### src/rtl/keypad_scanner.sv
// keypad_scanner
//   Scans an N_ROWS x N_COLS matrix keypad. One column is driven low at a
//   time. The synchronized rows are sampled on the last dwell cycle of each
//   column. A detected key is debounced on press and again on release.
//   Each accepted key is reported exactly once.
// Ports:
//   clk_i        system clock, rising edge
//   rst_n_i      asynchronous active-low reset
//   row_i        raw keypad rows, active-low, asynchronous to clk_i
//   col_o        column drive, active-low, exactly one bit low
//   key_code_o   last accepted key, row*N_COLS + col
//   key_valid_o  one-cycle pulse on acceptance
//   key_held_o   high from acceptance until debounced release
module keypad_scanner #(
   parameter int N_ROWS          = 4,
   parameter int N_COLS          = 4,
   parameter int SCAN_CYCLES     = 1000,
   parameter int DEBOUNCE_CYCLES = 100000,
   localparam int CODE_W         = $clog2(N_ROWS*N_COLS)
) (
   input  logic              clk_i,
   input  logic              rst_n_i,
   input  logic [N_ROWS-1:0] row_i,
   output logic [N_COLS-1:0] col_o,
   output logic [CODE_W-1:0] key_code_o,
   output logic              key_valid_o,
   output logic              key_held_o
);

   localparam int RW      = (N_ROWS > 1) ? $clog2(N_ROWS) : 1;
   localparam int CW      = $clog2(N_COLS);
   localparam int CNT_MAX = (SCAN_CYCLES > DEBOUNCE_CYCLES) ? SCAN_CYCLES : DEBOUNCE_CYCLES;
   localparam int CNT_W   = $clog2(CNT_MAX + 1);

   localparam logic [CNT_W-1:0]  SCAN_LAST = CNT_W'(SCAN_CYCLES - 1);
   localparam logic [CNT_W-1:0]  DEB_LAST  = CNT_W'(DEBOUNCE_CYCLES - 1);
   localparam logic [CW-1:0]     COL_LAST  = CW'(N_COLS - 1);
   localparam logic [N_COLS-1:0] COL_ONE   = N_COLS'(1);

   typedef enum logic [1:0] {S_SCAN, S_DEBOUNCE, S_HELD, S_RELEASE} state_e;

   state_e              state_q;
   logic [N_ROWS-1:0]   sync1_q, sync2_q;
   logic [CW-1:0]       col_idx_q;
   logic [N_COLS-1:0]   col_q;
   logic [RW-1:0]       row_idx_q;
   logic [CNT_W-1:0]    cnt_q;
   logic [CODE_W-1:0]   code_q;
   logic                valid_q;
   logic                held_q;

   logic                key_any;
   logic [RW-1:0]       low_idx_d;
   logic                row_low;
   logic [CW-1:0]       col_idx_d;
   logic [N_COLS-1:0]   col_d;
   logic [CODE_W-1:0]   code_d;

   assign key_any = ~&sync2_q;
   assign row_low = ~sync2_q[row_idx_q];

   // Walk from the top row down so the lowest-index low row wins.
   always_comb begin
      low_idx_d = '0;
      for (int i = N_ROWS - 1; i >= 0; i--) begin
         if (!sync2_q[i]) low_idx_d = RW'(i);
      end
   end

   assign col_idx_d = (col_idx_q == COL_LAST) ? '0 : col_idx_q + 1'b1;
   assign col_d     = ~(COL_ONE << col_idx_d);
   assign code_d    = CODE_W'(int'(row_idx_q) * N_COLS + int'(col_idx_q));

   always_ff @(posedge clk_i or negedge rst_n_i) begin
      if (!rst_n_i) begin
         state_q   <= S_SCAN;
         sync1_q   <= '1;
         sync2_q   <= '1;
         col_idx_q <= '0;
         col_q     <= ~COL_ONE;
         row_idx_q <= '0;
         cnt_q     <= '0;
         code_q    <= '0;
         valid_q   <= 1'b0;
         held_q    <= 1'b0;
      end else begin
         sync1_q <= row_i;
         sync2_q <= sync1_q;
         valid_q <= 1'b0;
         case (state_q)
            S_SCAN: begin
               if (cnt_q == SCAN_LAST) begin
                  cnt_q <= '0;
                  if (key_any) begin
                     // Column stays where it is while the key is qualified.
                     row_idx_q <= low_idx_d;
                     state_q   <= S_DEBOUNCE;
                  end else begin
                     col_idx_q <= col_idx_d;
                     col_q     <= col_d;
                  end
               end else begin
                  cnt_q <= cnt_q + 1'b1;
               end
            end
            S_DEBOUNCE: begin
               if (!row_low) begin
                  cnt_q   <= '0;
                  state_q <= S_SCAN;
               end else if (cnt_q == DEB_LAST) begin
                  cnt_q   <= '0;
                  code_q  <= code_d;
                  valid_q <= 1'b1;
                  held_q  <= 1'b1;
                  state_q <= S_HELD;
               end else begin
                  cnt_q <= cnt_q + 1'b1;
               end
            end
            S_HELD: begin
               if (!row_low) begin
                  cnt_q   <= '0;
                  state_q <= S_RELEASE;
               end
            end
            S_RELEASE: begin
               if (row_low) begin
                  cnt_q   <= '0;
                  state_q <= S_HELD;
               end else if (cnt_q == DEB_LAST) begin
                  cnt_q   <= '0;
                  held_q  <= 1'b0;
                  state_q <= S_SCAN;
               end else begin
                  cnt_q <= cnt_q + 1'b1;
               end
            end
            default: begin
               cnt_q   <= '0;
               state_q <= S_SCAN;
            end
         endcase
      end
   end

   assign col_o       = col_q;
   assign key_code_o  = code_q;
   assign key_valid_o = valid_q;
   assign key_held_o  = held_q;

endmodule
### config.mk
export PLATFORM = sky130hd
export DESIGN_NAME = keypad_scanner
export DESIGN_NICKNAME = d
export VERILOG_FILES = /design/src/rtl/keypad_scanner.sv
export SDC_FILE = /design/constraint.sdc
export NUM_CORES = 1
export LEC_CHECK = 0
export CAP_MARGIN = 30
export CORE_MARGIN = 2
export CORE_UTILIZATION = 40
export DETAILED_ROUTE_END_ITERATION = 10
export PLACE_DENSITY = 0.59
export SYNTH_ARGS = -nofsm -noshare
export SYNTH_HDL_FRONTEND = slang
export SYNTH_SLANG_ARGS = --single-unit
### constraint.sdc
create_clock -name clk_i -period 5 [get_ports clk_i]
set_input_delay 0.75 -clock clk_i [delete_from_list [all_inputs] [get_ports clk_i]]
set_output_delay 0.75 -clock clk_i [all_outputs]
set_load 0.03 [all_outputs]
==> results of run 1 <==
state kept, by name, indices dropped and copies added (netlist names), 2 cells and up, named ones only:
name / count
cnt_q: 17
col_o: 4
key_code_o: 4
sync1_q: 4
sync2_q: 4
col_idx_q: 2
row_idx_q: 2
cell type report:
class                   instances  share of cell area (%)
repair buffers                 15                    6.11
well taps                      70                    3.69
flip-flops and latches         41                    43.8
inverters                       5                   0.790
clock inverters                 2                    1.63
clock buffers                   6                    3.06
multi-input cells             140                    40.9
cells in the mapped netlist (all sizes together), types with 3 or more instances:
cell type / number / area [µm²]
dfrtp: 30 / 751
nand3: 6 / 30.0
nor2b: 4 / 25.0
inv: 5 / 18.8
xnor2: 10 / 87.6
and2: 3 / 18.8
nor4b: 4 / 35.0
dfstp: 11 / 289
nor3: 5 / 25.0
nand4: 3 / 18.8
nand3b: 3 / 22.5
nor4: 6 / 67.6
mux2: 8 / 90.1
o21ai: 8 / 40.0
a21oi: 6 / 30.0
buf: 6 / 36.3
nor2: 18 / 75.1
nand2: 20 / 75.1
o22ai: 5 / 37.5
ha: 5 / 62.6
layout by cell type, fill, tap and decap left out, types with 4 or more instances in the layout:
cell type,synthesis,layout
sky130_fd_sc_hd__dfrtp_1,30,30
sky130_fd_sc_hd__nand2_1,20,20
sky130_fd_sc_hd__nor2_1,17,17
sky130_fd_sc_hd__clkdlybuf4s50_1,0,14
sky130_fd_sc_hd__dfstp_2,11,11
sky130_fd_sc_hd__xnor2_1,10,10
sky130_fd_sc_hd__mux2_2,8,8
sky130_fd_sc_hd__o21ai_0,8,8
sky130_fd_sc_hd__nand3_1,6,6
sky130_fd_sc_hd__a21oi_1,6,6
sky130_fd_sc_hd__inv_1,5,5
sky130_fd_sc_hd__nor3_1,5,5
sky130_fd_sc_hd__ha_1,5,5
sky130_fd_sc_hd__clkbuf_8,0,5
sky130_fd_sc_hd__o22ai_1,4,4
sky130_fd_sc_hd__nor2b_1,4,4
sky130_fd_sc_hd__nor4_1,4,4
sky130_fd_sc_hd__nor4b_1,4,4
worst max-delay path by stage:
stage | end | slack [ps] | cells past startpoint
after floorplan | key_code_o[0] | 2960 | 5
after global placement | cnt_q[7] | 2630 | 5
after detailed placement | cnt_q[5] | 2540 | 5
after CTS | cnt_q[5] | 2540 | 5
after global routing | cnt_q[5] | 2370 | 5
final | cnt_q[5] | 2590 | 5
layer usage:
metal	up-vias	GRT usage (%)	routed length, µm
met3	7	3.57	100
met2	17	23.3	1860
met5	-	0	0
met1	717	17.8	1740
met4	0	5.45	76
li1	709	-	-
power breakdown:
group | switching (mW) | total, mW | internal (mW)
Combinational | 0.00881 | 0.0138 | 0.00504
Sequential | 0.00171 | 0.339 | 0.337
Clock | 0.116 | 0.266 | 0.150
cell families (layout without fill, tap and decap cells):
family	after synthesis	in the layout	synth area share [%]
adder cells (fa/ha/maj)	5	5	3.02
multiplexers	10	10	5.32
XOR/XNOR	12	12	5.08
flip-flops	41	41	50.2
buffers and inverters	12	28	2.84
AND/OR/NAND/NOR	88	88	25.9
AO/OA/AOI/OAI	25	25	7.67
==> results.md, run 1 <==
* Source of the worst register-to-register timing path: cnt_q[12]
* HPWL after detailed placement at 2730 µm
* # IOs at 16
* Number of placed instances, taps included at 271
* Via count of the first global-routing pass at approximately 1400
* Mean cell area of the mapped netlist at 10.7 µm²
* Fraction of layout instances using a drive strength above 1 at 17.7%
* Biggest fanout along the worst timing path at 12
* Result of the run: completed
* Global-route wire length before repair at around 6600 µm
* TritonRoute pass-1 iters at 4
* Post-Layout Inst Area at approximately 2400 µm²
* Unrepaired setup endpoints after global routing: no
* Die Span X at 76.0 µm
* Cell count after synthesis at 193
* Final worst path period share at 48.1%
* Smallest hold slack at 359 ps
* Critical path arrival at 2550 ps
* Minimum clock period after layout at 2410 ps
* Final-layout setup total negative slack at 0 ps
* #FFs+latches synth at 41
* Number of antenna diodes at 0
* Cell family contributing the most delay on the critical path: simple AND/OR/NAND/NOR gates
* Worst reg-to-reg setup slack at between 2000 and 3000 ps
* Area of the core at 5040 µm²
* Slowest cell on the critical path: sky130_fd_sc_hd__o31ai_2
* Synthesis-to-finish area growth at 14.7%
* R2r endpoint: cnt_q[5]
* Stage delay of the slowest cell on the critical path at 660 ps
* Max_cap viols at 0
* Largest net degree at the start of global routing at 42
* Total power divided by cell area at 261 nW/µm²
* Number of unique standard cell types used by synthesis at 45
* Worst slew pin tran at 868 ps
* Top achievable clock speed at 0.416 GHz
* Filler instances at 479
* Final estimated routing congestion in global placement at 0.854
* Final worst setup slack at 2590 ps
* Share of synthesized registers carrying an async set or reset at 100%
* Final hold violations at 0
* Skew final at 7.54 ps
* H-tree lvl count at 2
* Post-route non-filler standard cell count at 279
* Cell chain of the critical path: or4_4, nor4_4, a21oi_1, o31ai_2, nor2_1
* Worst slack at placement at 2540 ps
* Die Outline Area at 5770 µm²
* Element type at the critical path start: register
* Number of setup buffers added after CTS at 0
* Remaining number of nets flagged by the antenna check after routing at 0
* Final net count at 219
* Total buffers and inverters traversed by the critical path at 0
* CTS sink cnt at between 40 and 50
* Type of the tightest min-delay check: register to register
* # port buffers at 15
* DRT Wirelength at approximately 3800 µm
* Cell chosen for the clock root: sky130_fd_sc_hd__clkbuf_8
* Hold-fix buffer count after cts at 0
* Num CTS Buffers at 5
* Global-route congestion overflow total at 0
* Net count after synthesis at 204
* Footprint of the multi-input gates at around 1000 µm²
* Type of element capturing the critical path: register
* Storage cell area at ~1000 µm²
* Final setup violation count at 0
* Drt wl/cell at 13.5 µm
* Initial Utilization at 41.1%
* Placed instance area at 2260 µm²
* Most instantiated flip-flop cell in the synthesis netlist: sky130_fd_sc_hd__dfrtp_1
* Number of pins with negative max-slew slack in the final report at 0
* Clock slew seen by the registers of the worst setup and hold paths at approximately 80 ps
* Largest voltage drop on the vdd net at 0.191 mV
* Final core occ at 47.1%
* Via count of the routed design at 1450
* Combined global-route utilization of all metal layers at between 10 and 15%
* Antenna violations before repair at 0
* Post-detailed-route via-to-cell ratio at about 5.2
* Clock tree buffer depth at 2
* Proportion of synthesized chip area in sequential cells at 50.2%
* Synthesis Warnings at 0
* Number of enable flip-flop cells after synthesis at 0
* Area of the mapped netlist at between 2000 and 2500 µm²
* Critical path startpoint: cnt_q[12]
* Terminating pin of the worst hold path: sync2_q[0]
* Die extent in y at 76.0 µm
* Site Rows at 26
* Cell depth of the worst hold path at 0
* Pleak at 0.964 nW
* CTS tree: yes
* # resized after CTS at 0
* Initial DRC Count at 89
* Reg2reg path depth at 5
* Headroom to the max-slew limit at approximately 42%
* Post-route total power at 0.619 mW
* Worst endpoint required time at approximately 5100 ps
* DRC violation count after routing at 0
* Clock insertion delay at the later pin of the skew report at roughly 300 ps
* Start point of the worst hold path: sync1_q[0]
* Critical setup path kind: register to register
Note: power is estimated with default switching activity, not from simulation.
==> run 2: changes to the inputs <==
clock period = 2.39 ns   (was 5 ns; I/O delays follow)
==> results.md, run 2 (synthesized netlist as in run 1, its figures left out) <==
* Clock slew seen by the registers of the worst setup and hold paths at 80 ps (about the same)
* Via count of the routed design at 1460 (+0.69%)
* # port buffers at 15 (unchanged)
* Final estimated routing congestion in global placement at 0.803 (-6.0%)
* Worst slew pin tran at 865 ps (-3.10 ps)
* Cell chosen for the clock root: sky130_fd_sc_hd__clkbuf_8
* Worst endpoint required time at 2580 ps (-2560 ps)
* DRT Wirelength at 3960 µm (+5.1%)
* Global-route congestion overflow total at 0 (unchanged)
* Filler instances at 480 (+0.21%)
* Initial DRC Count at 69 (-22%)
* Global-route wire length before repair at 6930 µm (+5.2%)
* Max layer used: met4
* Die Outline Area at 5770 µm² (unchanged)
* Share of power burned in combinational logic at 2.3% (about the same)
* Final net count at 222 (+1.4%)
* Critical path arrival at 2390 ps (-160 ps)
* Slowest cell on the critical path: sky130_fd_sc_hd__or4_4
* Largest voltage drop on the vdd net at 0.289 mV (+51%)
* DRC violation count after routing at 0 (unchanged)
* CTS tree: yes
* Final-layout setup total negative slack at 0 ps (unchanged)
* Fraction of layout instances using a drive strength above 1 at 18.9% (+1.2 points)
* Final worst path period share at 92.2% (+44 points)
* # resized after CTS at 0 (unchanged)
* Critical path startpoint: cnt_q[11]
* Hold-fix buffer count after cts at 0 (unchanged)
* Die Span X at 76.0 µm (unchanged)
* Cell chain of the critical path: or4_4, nor4_4, nand3_1, nor2_4, mux2_2
* Number of setup buffers added after CTS at 0 (unchanged)
* CTS sink cnt at 41 (unchanged)
* Headroom to the max-slew limit at 42.3% (+0.21 points)
* Biggest fanout along the worst timing path at 7 (-5)
* Top achievable clock speed at 0.454 GHz (+9.2%)
* Met1 WL at 1770 µm (+2.0%)
* Max_cap viols at 0 (unchanged)
* # IOs at 16 (unchanged)
* Number of placed instances, taps included at 274 (+1.1%)
* Critical setup path kind: register to register
* Worst reg-to-reg setup slack at 190 ps (-2410 ps)
* Combined global-route utilization of all metal layers at 14.9% (+0.83 points)
* Largest net degree at the start of global routing at 42 (unchanged)
* Placed instance area at 2290 µm² (+0.99%)
* Fraction of power consumed by the clock network at 42.4% (-0.6 points)
* Net Sw Frac at 19.8% (-0.73 points)
* Source of the worst register-to-register timing path: cnt_q[11]
* Final worst setup slack at 186 ps (-2410 ps)
* Num CTS Buffers at 5 (unchanged)
* Total power divided by cell area at 535 nW/µm² (+110%)
* Pleak at 0.981 nW (+1.7%)
* Met3 wirelength from detailed routing at 124 µm (+24%)
* Synthesis-to-finish area growth at 15.8%
* Unrepaired setup endpoints after global routing: no
* Element type at the critical path start: register
* Fraction of power consumed by sequential logic at 55.3% (+0.5 points)
* Result of the run: completed
* Drt wl/cell at 14.0 µm (+4.0%)
* HPWL after detailed placement at 2880 µm (+5.7%)
* Clock tree buffer depth at 2 (unchanged)
* Number of antenna diodes at 0 (unchanged)
* Remaining number of nets flagged by the antenna check after routing at 0 (unchanged)
* H-tree lvl count at 2 (unchanged)
* Net switching power figure at 0.254 mW (+100%)
* Antenna violations before repair at 0 (unchanged)
* Number of flip-flops under the largest register name at 17 (unchanged)
* Internal power consumption at 1.03 mW (+110%)
* Reg2reg path depth at 5 (unchanged)
* Most common cell after layout, fill and taps aside: sky130_fd_sc_hd__dfrtp_1
* Detail Route met2 WL at 1980 µm (+7.0%)
* R2r endpoint: key_code_o[0]
* Initial Utilization at 41.1% (unchanged)
* Post-route non-filler standard cell count at 282 (+1.1%)
* Die extent in y at 76.0 µm (unchanged)
* Final setup violation count at 0 (unchanged)
* Clock insertion delay at the later pin of the skew report at 290 ps (about the same)
* Skew final at 8.71 ps (+1.17 ps)
* Post-detailed-route via-to-cell ratio at 5.18 (-0.38%)
* Type of element capturing the critical path: register
* Worst slack at placement at 215 ps (-2330 ps)
* Smallest hold slack at 174 ps (-185 ps)
* Minimum clock period after layout at 2200 ps (-202 ps)
* Post-Layout Inst Area at 2400 µm² (+0.95%)
* Footprint of the multi-input gates at 972 µm² (unchanged)
* Number of pins with negative max-slew slack in the final report at 0 (unchanged)
* Type of the tightest min-delay check: primary input to asynchronous set/reset pin
* Final core occ at 47.5% (+0.45 points)
* TritonRoute pass-1 iters at 4 (unchanged)
* Storage cell area at 1040 µm² (unchanged)
* Post-route total power at 1.28 mW (+110%)
* Most frequent cells in the layout: 30 x sky130_fd_sc_hd__dfrtp_1, 20 x sky130_fd_sc_hd__nand2_1, 17 x sky130_fd_sc_hd__nor2_1, 14 x sky130_fd_sc_hd__clkdlybuf4s50_1, 11 x sky130_fd_sc_hd__dfstp_2
* Area of the core at 5040 µm² (unchanged)
* Final hold violations at 0 (unchanged)
* Largest register by flop count: cnt_q
* Stage delay of the slowest cell on the critical path at 580 ps (-80 ps)
* Via count of the first global-routing pass at 1468 (+3.6%)
* Site Rows at 26 (unchanged)
[run 2: changes by cell type in the layout (fill, tap and decap cells not counted), sizes merged]
cell and delta:
buf +3
[run 2: power groups by stage]
stage | Clock (mW) | Combinational (mW) | Sequential [mW]
floorplan | 0 | 0.00805 | 0.721
finish | 0.545 | 0.0293 | 0.709
global route | 0.595 | 0.0342 | 0.711
global placement | 0 | 0.0299 | 0.722
CTS | 0.564 | 0.0308 | 0.709
detailed placement | 0 | 0.0307 | 0.722
[run 2: worst max path at each step]
stage / end / cells past startpoint / slack, ps
after global placement: key_code_o[2] / 5 / 270
after floorplan: key_code_o[0] / 5 / 350
final: key_code_o[0] / 5 / 190
after global routing: col_idx_q[1] / 4 / 110
after detailed placement: key_code_o[0] / 5 / 210
after CTS: key_code_o[0] / 5 / 210
[run 2: area by class of cell]
type	count	area share (%)
repair buffers	18	6.99
well taps	70	3.65
multi-input cells	140	40.6
inverters	5	0.783
clock buffers	6	3.03
flip-flops and latches	41	43.4
clock inverters	2	1.62
[run 2: layer usage]
layer	GRT usage, %	vias up
met5	0	-
li1	-	718
met2	23.1	24
met1	20.1	710
met3	3.93	8
met4	6.00	0
[run 2: critical path, delay by kind of cell, from the launching register on]
kind	cells	cell delay, ps
and+or+nand+nor	4	1300
muxes	1	340
DFF	1	450
